File: config.mk
export PLATFORM = sky130hd
export DESIGN_NAME = mmio_ctrl
export DESIGN_NICKNAME = d
export VERILOG_FILES = /design/src/rtl/mmio_ctrl.sv
export SDC_FILE = /design/constraint.sdc
export NUM_CORES = 1
export LEC_CHECK = 0
export CELL_PAD_IN_SITES_DETAIL_PLACEMENT = 0
export CELL_PAD_IN_SITES_GLOBAL_PLACEMENT = 2
export CORE_ASPECT_RATIO = 1.1
export CORE_MARGIN = 2
export CORE_UTILIZATION = 27
export DETAILED_ROUTE_END_ITERATION = 8
export PLACE_DENSITY_LB_ADDON = 0.1
export SLEW_MARGIN = 20
export SYNTH_ARGS = -nofsm -noshare
export SYNTH_HDL_FRONTEND = slang
export SYNTH_SLANG_ARGS = --single-unit
File: constraint.sdc
create_clock -name clk -period 4.1 [get_ports clk]
set_input_delay 0.41 -clock clk [delete_from_list [all_inputs] [get_ports clk]]
set_output_delay 0.41 -clock clk [all_outputs]
set_load 0.01 [all_outputs]
File: src/rtl/mmio_ctrl.sv
// Memory-mapped I/O controller: decodes EX-stage addresses onto DMEM/IMEM/BIOS
// and the UART/counter registers, formats stores and aligns WB-stage load data.
module mmio_ctrl #(
  parameter int DMEM_AWIDTH = 14,
  parameter int IMEM_AWIDTH = 14,
  parameter int BIOS_AWIDTH = 12
) (
  input  logic                   clk,
  input  logic                   rst,
  input  logic [31:0]            addr_i,
  input  logic [31:0]            wdata_i,
  input  logic [2:0]             funct3_i,
  input  logic                   mem_rd_i,
  input  logic                   mem_wr_i,
  input  logic                   pc_bios_i,
  output logic [DMEM_AWIDTH-1:0] dmem_addr_o,
  output logic [31:0]            dmem_wdata_o,
  output logic [3:0]             dmem_wbe_o,
  input  logic [31:0]            dmem_rdata_i,
  output logic [IMEM_AWIDTH-1:0] imem_addr_o,
  output logic [31:0]            imem_wdata_o,
  output logic [3:0]             imem_wbe_o,
  output logic [BIOS_AWIDTH-1:0] bios_addr_o,
  input  logic [31:0]            bios_rdata_i,
  output logic [7:0]             uart_tx_data_o,
  output logic                   uart_tx_valid_o,
  input  logic                   uart_tx_ready_i,
  input  logic [7:0]             uart_rx_data_i,
  input  logic                   uart_rx_valid_i,
  output logic                   uart_rx_ready_o,
  input  logic                   inst_retire_i,
  output logic [31:0]            rdata_o
);

  typedef enum logic [1:0] {
    SRC_NONE,
    SRC_DMEM,
    SRC_BIOS,
    SRC_IO
  } src_t;

  localparam logic [25:0] IO_STATUS = 26'd0;
  localparam logic [25:0] IO_RX     = 26'd1;
  localparam logic [25:0] IO_TX     = 26'd2;
  localparam logic [25:0] IO_CYCLE  = 26'd4;
  localparam logic [25:0] IO_RETIRE = 26'd5;
  localparam logic [25:0] IO_CLEAR  = 26'd6;

  logic [3:0]  region;
  logic [25:0] io_word;
  logic        is_dmem, is_imem, is_bios, is_io;
  logic        is_load, is_store;
  logic [3:0]  store_wbe;
  logic [31:0] store_wdata;
  logic        store_ok;
  logic        tx_wr, cnt_clr;
  logic [31:0] cycle_cnt, retired_cnt;
  logic [31:0] io_rdata;
  src_t        next_src, ld_src;
  logic [1:0]  ld_off;
  logic [2:0]  ld_funct3;
  logic [31:0] ld_io;
  logic [31:0] src_word;
  logic [7:0]  byte_sel;
  logic [15:0] half_sel;

  assign region  = addr_i[31:28];
  assign io_word = addr_i[27:2];

  // 4'b0011 hits both dmem and imem; loads from it come from dmem.
  assign is_dmem = (region[3:2] == 2'b00) && region[0];
  assign is_imem = (region[3:1] == 3'b001);
  assign is_bios = (region == 4'b0100);
  assign is_io   = (region == 4'b1000);

  assign is_store = mem_wr_i;
  assign is_load  = mem_rd_i && !mem_wr_i;

  assign dmem_addr_o = addr_i[DMEM_AWIDTH+1:2];
  assign imem_addr_o = addr_i[IMEM_AWIDTH+1:2];
  assign bios_addr_o = addr_i[BIOS_AWIDTH+1:2];

  // A misaligned or unknown-size store leaves store_wbe at zero, which also
  // suppresses the IO side effects through store_ok.
  always_comb begin
    store_wbe   = 4'b0000;
    store_wdata = wdata_i;
    case (funct3_i)
      3'b000: begin
        store_wbe   = 4'b0001 << addr_i[1:0];
        store_wdata = {4{wdata_i[7:0]}};
      end
      3'b001: begin
        store_wdata = {2{wdata_i[15:0]}};
        if (!addr_i[0]) store_wbe = 4'b0011 << {addr_i[1], 1'b0};
      end
      3'b010: begin
        if (addr_i[1:0] == 2'b00) store_wbe = 4'b1111;
      end
      default: store_wbe = 4'b0000;
    endcase
  end

  assign store_ok     = |store_wbe;
  assign dmem_wdata_o = store_wdata;
  assign imem_wdata_o = store_wdata;
  assign dmem_wbe_o   = (rst && is_store && is_dmem) ? store_wbe : 4'b0000;
  assign imem_wbe_o   = (rst && is_store && is_imem && pc_bios_i) ? store_wbe : 4'b0000;

  assign tx_wr           = is_store && is_io && (io_word == IO_TX) && store_ok;
  assign cnt_clr         = is_store && is_io && (io_word == IO_CLEAR) && store_ok;
  assign uart_rx_ready_o = rst && is_load && is_io && (io_word == IO_RX);

  always_comb begin
    io_rdata = 32'd0;
    case (io_word)
      IO_STATUS: io_rdata = {30'd0, uart_rx_valid_i, ~uart_tx_valid_o};
      IO_RX:     io_rdata = {24'd0, uart_rx_data_i};
      IO_CYCLE:  io_rdata = cycle_cnt;
      IO_RETIRE: io_rdata = retired_cnt;
      default:   io_rdata = 32'd0;
    endcase
  end

  always_comb begin
    next_src = SRC_NONE;
    if (is_load) begin
      if (is_dmem)      next_src = SRC_DMEM;
      else if (is_bios) next_src = SRC_BIOS;
      else if (is_io)   next_src = SRC_IO;
    end
  end

  // IO values are snapshotted in EX so the WB result matches the load's cycle.
  always_ff @(posedge clk or negedge rst) begin
    if (!rst) begin
      ld_src    <= SRC_NONE;
      ld_off    <= 2'b00;
      ld_funct3 <= 3'b000;
      ld_io     <= 32'd0;
    end else begin
      ld_src    <= next_src;
      ld_off    <= addr_i[1:0];
      ld_funct3 <= funct3_i;
      ld_io     <= io_rdata;
    end
  end

  always_ff @(posedge clk or negedge rst) begin
    if (!rst) begin
      cycle_cnt   <= 32'd0;
      retired_cnt <= 32'd0;
    end else if (cnt_clr) begin
      cycle_cnt   <= 32'd0;
      retired_cnt <= 32'd0;
    end else begin
      cycle_cnt   <= cycle_cnt + 32'd1;
      retired_cnt <= retired_cnt + {31'd0, inst_retire_i};
    end
  end

  // A store that arrives while a byte is still pending is dropped.
  always_ff @(posedge clk or negedge rst) begin
    if (!rst) begin
      uart_tx_valid_o <= 1'b0;
      uart_tx_data_o  <= 8'd0;
    end else if (uart_tx_valid_o) begin
      if (uart_tx_ready_i) uart_tx_valid_o <= 1'b0;
    end else if (tx_wr) begin
      uart_tx_valid_o <= 1'b1;
      uart_tx_data_o  <= wdata_i[7:0];
    end
  end

  always_comb begin
    src_word = 32'd0;
    case (ld_src)
      SRC_DMEM: src_word = dmem_rdata_i;
      SRC_BIOS: src_word = bios_rdata_i;
      SRC_IO:   src_word = ld_io;
      default:  src_word = 32'd0;
    endcase
  end

  assign byte_sel = src_word[{ld_off, 3'b000} +: 8];
  assign half_sel = ld_off[1] ? src_word[31:16] : src_word[15:0];

  always_comb begin
    rdata_o = 32'd0;
    case (ld_funct3)
      3'b000:  rdata_o = {{24{byte_sel[7]}}, byte_sel};
      3'b001:  rdata_o = {{16{half_sel[15]}}, half_sel};
      3'b010:  rdata_o = src_word;
      3'b100:  rdata_o = {24'd0, byte_sel};
      3'b101:  rdata_o = {16'd0, half_sel};
      default: rdata_o = 32'd0;
    endcase
  end

endmodule
==> out/summary.md, run 1 <==
The later pin in the worst-skew pair is clocked with a latency of 0.36 ns. In this run, CTS created clock tree buffers numbering 9. Setup total negative slack on the finished layout was measured at 0 ns. The floorplan has 64 rows. For this run the aggregate overflow at the end of global routing stands at 0.

The max-slew violation total from the final report is 0. Synthesis produced 839 cells. The synthesized netlist contains 51 unique library cells.

The peak fanout along the critical path works out to 11. The library cell used most frequently in the layout, excluding fill and tap cells, is sky130_fd_sc_hd__clkdlybuf4s50_1. The fraction of synthesis flops using an asynchronous set or reset pin works out to 1.00.

The largest incremental delay on the critical path was 0.55 ns. The flow ran to the end, and the final reports show no timing, DRC or antenna violations. The die width is 163 um, and the hold slack is 0.455 ns. The run gives 0 as the number of design rule violations left after detail routing. TritonCTS built the clock tree. The overall routing resource usage was 0.185; the logic depth of the worst path, buffers included was 6. The tools report the data required time of the critical path as 3.69 ns. For the pin with the worst max-slew slack, the measured transition is 0.904 ns. The clock passes through at most 2 buffers. The detailed router placed 6520 vias in this run.

The critical path goes through mux2i_1, mux4_2, mux2_2, nor4_4, a221o_1, clkdlybuf4s50_1. The global placement routability congestion was 0.813; the clock tree skew after final layout was 0.00828 ns. Maximum vdd drop: 0.000164 V. The tools report the kind of launch point of the worst setup path as a flop.

The proportion of layout cells with a drive suffix above 1 is 0.0729, and the average cell area after synthesis is 8.97 um2. The clock period minus worst slack was 3.36 ns; the worst reg2reg path depth was 6. The run gives 0 as the post-route antenna net violation count. The run gives 2804 as the fill cell total of the finished layout. Buffers added to address setup during post-CTS repair amount to 0. In this run, the number of DRC markers left after iteration 0 of detailed routing was 427. In this run the worst hold path is classified as in -> async. Number of nets produced by synthesis: 989. Setup violations remaining at the end of the flow were counted as 0. The run gives 0.00752 mm2 as the mapped cell area.

The first global-routing pass estimated 41100 um of wire. The clock transition at the register clock pins on the worst setup and hold paths after CTS is 0.08 ns. The initial core utilization was 0.272; the average vias per placed instance was 4.64.

The root buffer cell chosen for the clock tree is sky130_fd_sc_hd__clkbuf_16. Yosys printed 0 warnings. The element type at the critical path end is an output pin. Setup repair after global routing left no endpoint under its margin.

Die height: 179 um. The count of flip-flops with a built-in enable after synthesis was 0; the detailed placement HPWL was 21300 um. Among all flip-flop cells after synthesis, the most frequent one is sky130_fd_sc_hd__dfrtp_1.

Normalized max-slew margin: 0.395. Class of the most critical setup path: reg -> out. The number of antenna diodes in the final layout is 0. Counting flops and latches in the post-synthesis netlist gives 112. The total power consumption of the routed design was 0.00283 W.

The CTS sink count is 112. The relative area change from synthesis to final layout came out at 41.5%. For the number of antenna violations at the first check in global routing, the log shows 0.

In this run the static leakage power is 4.21 nW. The total area inside the core boundary comes to 0.0276 mm2. The logs give 3 for the H-tree depth reported by CTS and 0.738 ns for the final setup slack of the worst path. The total count of hold-check failures in the final report was 0. Placement-stage worst setup slack: 0.803 ns.

The total of buffers placed on input and output ports came out at 300. For this run, the detailed router's first-pass iteration total came to 4. The cell family contributing the most delay on the critical path is multiplexers. The routed wire length per instance came out at 19.2 um.

The die covers 0.0292 mm2. For this block, the routed nets add up to 27000 um of wire. The run gives 63 as the pin count of the biggest net entering global routing. In the final design database the tool counted 1188 nets. The tool flagged a number of max-cap violations equal to 0.

The count of buffering cells on the critical path with inverters included was 1. The number of global-route vias before repair came out at 6698. The run gives 0.373 as the part of the Yosys area used for sequential elements. The final critical-path share of the clock period is 0.820.

The tools report the highest clock rate as 0.297 GHz. The cell area power density was 266 mW/mm2; the boundary pin count was 301. The post-route core utilization is 0.385.

In the layout the commonest cells are 298 x sky130_fd_sc_hd__clkdlybuf4s50_1, 122 x sky130_fd_sc_hd__nor2_1, 111 x sky130_fd_sc_hd__dfrtp_1, 79 x sky130_fd_sc_hd__mux2i_1, 70 x sky130_fd_sc_hd__nand2_1. Data on the critical path arrives at its endpoint at 2.95 ns. On the critical path, the stage with the largest delay is an instance of sky130_fd_sc_hd__clkdlybuf4s50_1.
[per-layer routing]
metal / up-vias / share of wire / global-route usage
met3: 25 / 0.053 / 0.0317
met1: 3053 / 0.46 / 0.250
met2: 201 / 0.46 / 0.303
met4: 0 / 0.022 / 0.0557
met5: - / 0 / 0
li1: 3241 / - / -
[flip-flops by register name (all words and copies together), names as in the netlist]
| name | count |
|---|---|
| uart_tx_valid_o | 1 |
| ld_funct3 | 3 |
| uart_tx_data_o | 8 |
| ld_off | 2 |
| ld_src | 2 |
| retired_cnt | 32 |
| cycle_cnt | 32 |
| ld_io | 32 |
[cells in the mapped netlist (all sizes together) (2+ instances only)]
| cell type | instances | area [um2] |
|---|---|---|
| a22oi | 13 | 97.6 |
| nand2b | 3 | 18.8 |
| mux2 | 31 | 349 |
| inv | 9 | 33.8 |
| dfrtp | 112 | 2800 |
| a211oi | 2 | 15.0 |
| and4 | 9 | 78.8 |
| or2 | 2 | 12.5 |
| ha | 3 | 37.5 |
| o2bb2ai | 2 | 17.5 |
| or3 | 2 | 12.5 |
| nand4 | 15 | 93.8 |
| nor3b | 2 | 15.0 |
| nor2 | 123 | 462 |
| xor2 | 28 | 245 |
| o21ai | 39 | 195 |
| buf | 92 | 667 |
| o22ai | 2 | 12.5 |
| mux2i | 79 | 791 |
| nand2 | 70 | 263 |
| xnor2 | 29 | 254 |
| and3 | 13 | 81.3 |
| nor4 | 13 | 96.3 |
| nor4b | 2 | 17.5 |
| clkbuf | 34 | 128 |
| mux4 | 3 | 67.6 |
| nor2b | 9 | 56.3 |
| nand3 | 26 | 130 |
| a21oi | 30 | 150 |
| nor3 | 19 | 111 |
| a221o | 8 | 80.1 |
| nand4b | 2 | 17.5 |
[cell type report]
class	instances	area [um2]	share of cell area
well taps	363	454	0.0427
repair buffers	314	3100	0.291
flip-flops and latches	112	2800	0.263
inverters	9	33.8	0.00317
clock inverters	7	128	0.0120
multi-input cells	592	3900	0.366
clock buffers	9	225	0.0212
[per-stage QoR]
stage | instance area, um2 | cells
CTS | 10600 | 1406
global placement | 10300 | 1389
floorplan | 7520 | 839
finish | 10600 | 1406
detailed placement | 10300 | 1389
global route | 10600 | 1406
[cells by family after synthesis]
family                   Yosys count  synth area share
multiplexers                     113             0.161
flip-flops                       112             0.373
buffers and inverters            135             0.110
AND/OR/NAND/NOR                  315             0.201
adder cells (fa/ha/maj)            3           0.00499
AO/OA/AOI/OAI                    104            0.0847
XOR/XNOR                          57            0.0664
[worst paths after layout]
check / startpoint / to / slack [ns]
worst min-delay path: rst / ld_off[1]$_DFF_PN0_ / 0.45
min in group clk: uart_tx_data_o[4]$_DFFE_PN0P_ / uart_tx_data_o[4]$_DFFE_PN0P_ / 0.51
worst max register to register: cycle_cnt[0]$_DFF_PN0_ / cycle_cnt[20]$_DFF_PN0_ / 1.78
worst min register to register: uart_tx_data_o[4]$_DFFE_PN0P_ / uart_tx_data_o[4]$_DFFE_PN0P_ / 0.51
max in group asynchronous: rst / retired_cnt[3]$_DFF_PN0_ / 2.69
worst max-delay path: ld_src[1]$_DFF_PN0_ / rdata_o[9] / 0.74
[power by group]
group	internal [W]	switching, W	total (W)	leakage (nW)
combinational	0.000345	0.000250	0.000596	2.52
sequential	0.00114	0.0000539	0.00119	1.51
clock	0.000607	0.000435	0.00104	0.172
[repair_timing]
action,CTS,global route
endpoints found under the setup margin,0,0
hold buffers,1,0
endpoints found under the hold margin,8,0
resized for setup,0,0
Note: power is estimated with default switching activity, not from simulation.
==> run 2, diff against run 1 <==
--- a/config.mk
+++ b/config.mk
@@ -9,7 +9,7 @@
 export CELL_PAD_IN_SITES_GLOBAL_PLACEMENT = 2
 export CORE_ASPECT_RATIO = 1.1
 export CORE_MARGIN = 2
-export CORE_UTILIZATION = 27
+export CORE_UTILIZATION = 23
 export DETAILED_ROUTE_END_ITERATION = 8
 export PLACE_DENSITY_LB_ADDON = 0.1
 export SLEW_MARGIN = 20
==> constraint.sdc (replaced) <==
create_clock -name clk -period 2.7 [get_ports clk]
set_input_delay 0.27 -clock clk [delete_from_list [all_inputs] [get_ports clk]]
set_output_delay 0.27 -clock clk [all_outputs]
set_load 0.01 [all_outputs]
==> out/summary.md, run 2 (same netlist as run 1, synthesis figures left out) <==
The run gives 2.48 ns (was 2.95 ns) as the arrival time reported for the critical path endpoint. The detailed placement HPWL is 22900 um (was 21300 um). H-tree depth reported by CTS: 3 (unchanged). The relative area change from synthesis to final layout is 48.5% (was 41.5%). The die footprint was 0.0342 mm2 (was 0.0292 mm2); the total of buffers placed on input and output ports was 300 (unchanged).

The clock tree skew after final layout is 0.0161 ns (was 0.00828 ns). The run finished, with violations left. The routed wire length per instance was 18.9 um (was 19.2 um).

The library cell appearing most often on the critical path is sky130_fd_sc_hd__buf_6. The tools report the fill cell total of the finished layout as 3394 (was 2804). Count of buffering cells on the critical path with inverters included: 4 (was 1).

The checks that failed: setup timing. The tools report the iteration count of the initial detailed-routing pass as 4 (unchanged). Most frequent cells in the layout: 265 x sky130_fd_sc_hd__clkdlybuf4s50_1, 122 x sky130_fd_sc_hd__nor2_1, 111 x sky130_fd_sc_hd__dfrtp_1, 79 x sky130_fd_sc_hd__mux2i_1, 70 x sky130_fd_sc_hd__nand2_1 (was 298 x sky130_fd_sc_hd__clkdlybuf4s50_1, 122 x sky130_fd_sc_hd__nor2_1, 111 x sky130_fd_sc_hd__dfrtp_1, 79 x sky130_fd_sc_hd__mux2i_1, 70 x sky130_fd_sc_hd__nand2_1). The core box area was 0.0323 mm2 (was 0.0276 mm2).

The run gives 0.233 (was 0.272) as the initial core utilization. The run gives 301 (unchanged) as the boundary pin count. The largest incremental delay on the critical path came out at 0.49 ns (was 0.55 ns). TritonCTS built the clock tree. The run gives 0 (unchanged) as the total count of hold-check failures in the final report. The first-pass GRT wire length was 43900 um (was 41100 um); the overall routing resource usage was 0.168 (was 0.185). The tools report the pin count of the biggest net entering global routing as 62 (was 63). The cell area after placement came out at 0.0108 mm2 (was 0.0103 mm2).

The number of design rule violations left after detail routing was 0 (unchanged); the die height was 194 um (was 179 um). The total of max-cap violations is 0 (unchanged). The master cell of the clock root buffer is sky130_fd_sc_hd__clkbuf_16 (unchanged). Ordered cell list for the critical path: buf_6, mux2i_1, mux4_2, mux2_4, nor4_4, buf_6, buf_6, a221o_1, buf_2 (was mux2i_1, mux4_2, mux2_2, nor4_4, a221o_1, clkdlybuf4s50_1). The tools report the post-route cell area as 0.0112 mm2 (was 0.0106 mm2). Leading cell type in the layout, fill and taps excluded: sky130_fd_sc_hd__clkdlybuf4s50_1 (unchanged).

Max-slew violation total from the final report: 0 (unchanged). The peak fanout along the critical path is 5 (was 11), and the final critical-path share of the clock period is 1.02. The detailed-route via count came out at 6808 (was 6520). The average vias per placed instance was 4.46 (was 4.64); the final setup slack of the worst path was -0.0479 ns (was 0.738 ns). For the finished layout, the period the worst path requires is 2.75 ns. Setup repair after global routing could not meet its margin everywhere. The tools report the detailed-route wire length as 28900 um (was 27000 um). The logs give 0.856 (was 0.813) for the global placement routability congestion and 2.43 ns (was 3.69 ns) for the data required time of the critical path. Element type at the critical path end: an output pin (unchanged).

The maximum buffer depth of the clock tree is 2 (unchanged). Cell family contributing the most delay on the critical path: multiplexers (unchanged). The die width is 176 um (was 163 um), and the placement row count is 69 (was 64). The logs give 7 (was 0) for the number of endpoints failing setup at the final stage and -0.209 ns (was 0 ns) for the total negative slack. Static timing analysis puts the maximum clock frequency at 0.364 GHz.

The number of global-route vias before repair is 6942 (was 6698), and the post-route antenna net violation count is 0 (unchanged). The number of buffers created by CTS is 9 (unchanged). The proportion of layout cells with a drive suffix above 1 is 0.152 (was 0.0729).

The cell area power density was 369 mW/mm2 (was 266 mW/mm2). Antenna diode count: 0 (unchanged). The normalized max-slew margin came out at 0.461 (was 0.395).

Final net count: 1246 (was 1188). The highest-delay cell along the critical path was sky130_fd_sc_hd__mux4_2 (was sky130_fd_sc_hd__clkdlybuf4s50_1). For the clock latency reported for the late side of the worst-skew pair, the log shows 0.36 ns (about the same). For the total grt overflow, the log shows 0 (unchanged). The maximum vdd drop was 0.000249 V (was 0.000164 V).

The type of the worst min-delay path was in -> async (unchanged). The run gives 112 (unchanged) as the CTS sink count. The initial DRC count is 293 (was 427), and the static leakage power is 4.61 nW (was 4.21 nW). Actual transition at the worst max-transition pin: 0.809 ns (was 0.904 ns). Leading registers by flop count: cycle_cnt (32), ld_io (32), retired_cnt (32) (unchanged). The clock transition at the register clock pins on the worst setup and hold paths after CTS was 0.08 ns (about the same). The number of antenna violations at the first check in global routing is 0 (unchanged). The tools report the kind of launch point of the worst setup path as a flop (unchanged). The class of the most critical setup path is reg -> out (unchanged).
-- run 2: cell count changes in the layout (fill, tap and decap cells not counted), moves of 6 or more --
cell / previous run / this run
sky130_fd_sc_hd__clkbuf_2: 0 / 16
sky130_fd_sc_hd__clkdlybuf4s50_1: 298 / 265
sky130_fd_sc_hd__buf_2: 1 / 8
sky130_fd_sc_hd__o21ai_0: 39 / 32
sky130_fd_sc_hd__dlygate4sd2_1: 0 / 8
sky130_fd_sc_hd__buf_12: 0 / 6
sky130_fd_sc_hd__buf_6: 0 / 7
sky130_fd_sc_hd__buf_4: 14 / 59
-- run 2: area by class of cell --
type	instances	area (um2)	area share
Clock buffer	9	225	0.0202
Sequential cell	112	2800	0.251
Multi-Input combinational cell	592	3960	0.355
Clock inverter	7	70.1	0.00627
Inverter	9	33.8	0.00302
Timing Repair Buffer	372	3540	0.317
Tap cell	426	533	0.0477
-- run 2: where the power goes --
part           leakage (nW)  internal, W  switching (W)  total [W]
clock network         0.142     0.000656       0.000697    0.00135
logic                  2.96     0.000555       0.000405   0.000960
registers              1.51      0.00173      0.0000726    0.00180
-- run 2: repair_timing --
action,CTS,global route
setup buffers,7,2
hold endpoints to repair,16,0
cloned,1,0
endpoints found under the setup margin,33,33
hold buffers,1,0
gates resized for setup,86,39
pin swaps,1,3
-- run 2: final timing paths --
check | startpoint | endpoint | slack [ns] | cells past startpoint
setup / recovery | ld_src[1]$_DFF_PN0_ | rdata_o[11] | -0.05 | 9
setup reg to reg | retired_cnt[0]$_DFF_PN0_ | retired_cnt[29]$_DFF_PN0_ | 0.75 | 6
max in group asynchronous | rst | retired_cnt[15]$_DFF_PN0_ | 0.75 | 4
min in group clk | uart_tx_ready_i | uart_tx_valid_o$_DFF_PN0_ | 0.49 | 3
hold / removal | rst | ld_funct3[0]$_DFF_PN0_ | 0.38 | 2
hold reg to reg | uart_tx_data_o[3]$_DFFE_PN0P_ | uart_tx_data_o[3]$_DFFE_PN0P_ | 0.51 | 1
-- run 2: routing by layer --
| layer | vias up | wire length [um] | track usage |
|---|---|---|---|
| met5 | - | 0 | 0 |
| met4 | 0 | 370 | 0.0328 |
| met3 | 22 | 1400 | 0.0278 |
| met2 | 214 | 14000 | 0.282 |
| met1 | 3221 | 13100 | 0.228 |
| li1 | 3351 | - | - |
-- run 2: metrics by stage --
step	util	hold slack, ns	setup WS [ns]	std cells	total power (W)
3_3_place_gp	0.334	0.182	-0.244	1500	0.00280
6_report	0.346	0.380	-0.0479	1527	0.00412
3_5_place_dp	0.334	0.180	-0.294	1500	0.00279
4_1_cts	0.346	0.416	-0.0896	1525	0.00420
2_1_floorplan	-	-0.0256	0.583	839	0.00226
5_1_grt	0.346	0.377	-0.141	1527	0.00434
==> run 3, diff against run 2 <==
==> config.mk (replaced) <==
export PLATFORM = sky130hd
export DESIGN_NAME = mmio_ctrl
export DESIGN_NICKNAME = d
export VERILOG_FILES = /design/src/rtl/mmio_ctrl.sv
export SDC_FILE = /design/constraint.sdc
export NUM_CORES = 1
export LEC_CHECK = 0
export CORE_ASPECT_RATIO = 1.1
export CORE_MARGIN = 2
export CORE_UTILIZATION = 40
export DETAILED_ROUTE_END_ITERATION = 8
export PLACE_DENSITY = 0.78
export SETUP_SLACK_MARGIN = 0.5
export SLEW_MARGIN = 20
export SYNTH_ARGS = -nofsm -noshare
export SYNTH_HDL_FRONTEND = slang
export SYNTH_SLANG_ARGS = --single-unit
==> out/summary.md, run 3 (same netlist as run 1, synthesis figures left out) <==
The run finished, with violations left. Failing checks: setup timing (unchanged). For the initial core utilization, the log shows 0.409 (was 0.233). The startpoint of the most critical register-to-register path is cycle_cnt[13]$_DFF_PN0_ (was retired_cnt[0]$_DFF_PN0_).

The highest clock rate was 0.353 GHz (was 0.364 GHz); the max-slew violation total from the final report was 0 (unchanged). The run gives 0 (unchanged) as the total of max-cap violations. The antenna diode count came out at 0 (unchanged). The final critical-path share of the clock period works out to 1.05 (was 1.02). The clock latency reported for the late side of the worst-skew pair is 0.36 ns (about the same), and the placement-stage worst setup slack is -0.259 ns (was -0.294 ns). Highest-utilization routing layer at the global route stage: met2 (unchanged).

The tools report the total grt overflow as 0 (unchanged). For the total count of hold-check failures in the final report, the log shows 0 (unchanged). The tools report the arrival time reported for the critical path endpoint as 2.56 ns (was 2.48 ns). The static leakage power came out at 4.98 nW (was 4.61 nW). CTS sink count: 112 (unchanged). The tools report the die footprint as 0.0199 mm2 (was 0.0342 mm2). The tools report the master cell of the clock root buffer as sky130_fd_sc_hd__clkbuf_16 (unchanged). Leading cell type in the layout, fill and taps excluded: sky130_fd_sc_hd__clkdlybuf4s50_1 (unchanged).

The worst reg2reg path depth is 5 (was 6), and the final setup slack of the worst path is -0.129 ns (was -0.0479 ns). For the post-route antenna net violation count, the log shows 0 (unchanged). Internal reg-to-reg setup slack: 0.69 ns (was 0.75 ns). For the number of cells in the design after placement, the log shows 1302 (was 1500). The average vias per placed instance was 5.34 (was 4.46); the die width was 135 um (was 176 um). The tools report the element type at the critical path end as an output pin (unchanged).

The logs give 15 (was 7) for the number of endpoints failing setup at the final stage and 3 (unchanged) for the H-tree depth reported by CTS. The tools report the startpoint of the lowest-slack hold path as addr_i[0]. Pin count of the biggest net entering global routing: 75 (was 62). Kind of launch point of the worst setup path: a flop (unchanged). The routed wire length per instance came out at 20.0 um (was 18.9 um).

The total of buffers placed on input and output ports is 300 (unchanged), and the met2 track utilization from global routing is 0.446 (was 0.282). The number of antenna violations at the first check in global routing is 0 (unchanged). Data required time of the critical path: 2.43 ns (about the same). The run gives 0.993 (was 0.856) as the global placement routability congestion.

The met1 track utilization from global routing is 0.321 (was 0.228). The tools report the number of buffers created by CTS as 9 (unchanged). The detailed placement HPWL was 20000 um (was 22900 um); the peak fanout along the critical path was 6 (was 5). Setup repair after global routing could not meet its margin everywhere.

The capture point of the worst reg-to-reg path is cycle_cnt[27]$_DFF_PN0_ (was retired_cnt[29]$_DFF_PN0_). The actual transition at the worst max-transition pin was 0.964 ns (was 0.809 ns); the met3 capacity usage during global routing was 0.0532 (was 0.0278). The relative area change from synthesis to final layout works out to 50.5% (was 48.5%). The boundary pin count is 301 (unchanged). For the initial DRC count, the log shows 383 (was 293). The maximum buffer depth of the clock tree was 2 (unchanged); the count of non-filler cells in the finished layout was 1348 (was 1527).

The number of stages on the worst hold path came out at 1. Class of the most critical setup path: reg -> out (unchanged). Cell area power density: 367 mW/mm2 (was 369 mW/mm2).

The proportion of layout cells with a drive suffix above 1 is 0.223 (was 0.152), and the maximum vdd drop is 0.000301 V (was 0.000249 V). The detailed-route via count was 7195 (was 6808); the total negative slack was -0.624 ns (was -0.209 ns). Clock transition at the register clock pins on the worst setup and hold paths after CTS: 0.08 ns (about the same). Type of the worst min-delay path: in -> reg (was in -> async). The tools report the first element of the critical path as ld_src[1]$_DFF_PN0_ (unchanged).

Leading registers by flop count: cycle_cnt (32), ld_io (32), retired_cnt (32) (unchanged). The normalized max-slew margin was 0.357 (was 0.461). TritonCTS built the clock tree. The run gives 40500 um (was 43900 um) as the first-pass GRT wire length. The clock period minus worst slack was 2.83 ns (was 2.75 ns).

For the iteration count of the initial detailed-routing pass, the log shows 5 (was 4). Most frequent cells in the layout: 232 x sky130_fd_sc_hd__clkdlybuf4s50_1, 120 x sky130_fd_sc_hd__nor2_1, 111 x sky130_fd_sc_hd__dfrtp_1, 77 x sky130_fd_sc_hd__mux2i_1, 54 x sky130_fd_sc_hd__nand2_1 (was 265 x sky130_fd_sc_hd__clkdlybuf4s50_1, 122 x sky130_fd_sc_hd__nor2_1, 111 x sky130_fd_sc_hd__dfrtp_1, 79 x sky130_fd_sc_hd__mux2i_1, 70 x sky130_fd_sc_hd__nand2_1). The run gives 0 (unchanged) as the number of design rule violations left after detail routing. The run gives 0.0184 mm2 (was 0.0323 mm2) as the core box area. The tools report the clock tree skew after final layout as 0.0104 ns (was 0.0161 ns). For hold timing, the worst endpoint is ld_off[0]$_DFF_PN0_. The tools report the placement row count as 52 (was 69).

The tools report the detailed-route wire length as 27000 um (was 28900 um). The overall routing resource usage was 0.259 (was 0.168). The run gives 1250 (was 1246) as the final net count. The run gives 7252 (was 6942) as the number of global-route vias before repair. The die height works out to 148 um (was 194 um).
## run 3: cell type report
class	count	area, um2
Timing Repair Buffer	375	3580
Inverter	9	33.8
Sequential cell	112	2800
Clock buffer	10	239
Clock inverter	6	72.6
Multi-Input combinational cell	593	4290
Fill cell	1534	7090
Tap cell	243	304
## run 3: how the worst max path moves through the flow
stage                        to  slack, ns  cells after the start
floorplan           rdata_o[10]       0.58                      6
global route        rdata_o[10]      -0.25                      9
CTS                 rdata_o[10]      -0.11                      9
detailed placement  rdata_o[16]      -0.26                      7
global placement    rdata_o[19]      -0.15                      7
finish              rdata_o[10]      -0.13                      9
## run 3: timing repair
item | 4_1_cts | 5_1_grt
setup endpoints to repair | 89 | 74
resized for setup | 223 | 104
hold buffers | 2 | 0
endpoints found under the hold margin | 2 | 0
pin swaps | 13 | 27
buffers inserted | 12 | 11
gates cloned | 4 | 1
## run 3: power by group
| group | total, W | leakage, nW | switching [W] | internal (W) |
|---|---|---|---|---|
| clock network | 0.00136 | 0.153 | 0.000676 | 0.000686 |
| registers | 0.00180 | 1.51 | 0.0000727 | 0.00173 |
| logic | 0.000988 | 3.31 | 0.000437 | 0.000552 |
| total | 0.00415 | 4.98 | 0.00119 | 0.00297 |
## run 3: critical path, cell delays in order, from the launching register on
cell                      delay [ns]
sky130_fd_sc_hd__dfrtp_2        0.49
sky130_fd_sc_hd__mux2i_1        0.18
sky130_fd_sc_hd__mux4_2         0.50
sky130_fd_sc_hd__mux2_4         0.30
sky130_fd_sc_hd__nor4_4         0.14
sky130_fd_sc_hd__buf_6          0.15
sky130_fd_sc_hd__buf_6          0.10
sky130_fd_sc_hd__buf_6          0.09
sky130_fd_sc_hd__a221o_1        0.11
sky130_fd_sc_hd__buf_2          0.14
## run 3: routing by layer
| layer | vias to the layer above | share of wire |
|---|---|---|
| li1 | 3359 | - |
| met3 | 49 | 0.065 |
| met2 | 275 | 0.49 |
| met5 | - | 0 |
| met4 | 0 | 0.029 |
| met1 | 3512 | 0.41 |
## run 3: metrics by stage
| step | hold slack (ns) | util | cell area (um2) | total power, W |
|---|---|---|---|---|
| CTS | 0.218 | 0.596 | 11000 | 0.00415 |
| global placement | 0.0784 | 0.566 | 10400 | 0.00276 |
| floorplan | -0.0256 | - | 7520 | 0.00226 |
| global route | 0.149 | 0.615 | 11300 | 0.00432 |
| finish | 0.142 | 0.615 | 11300 | 0.00415 |
| detailed placement | 0.0776 | 0.566 | 10400 | 0.00278 |
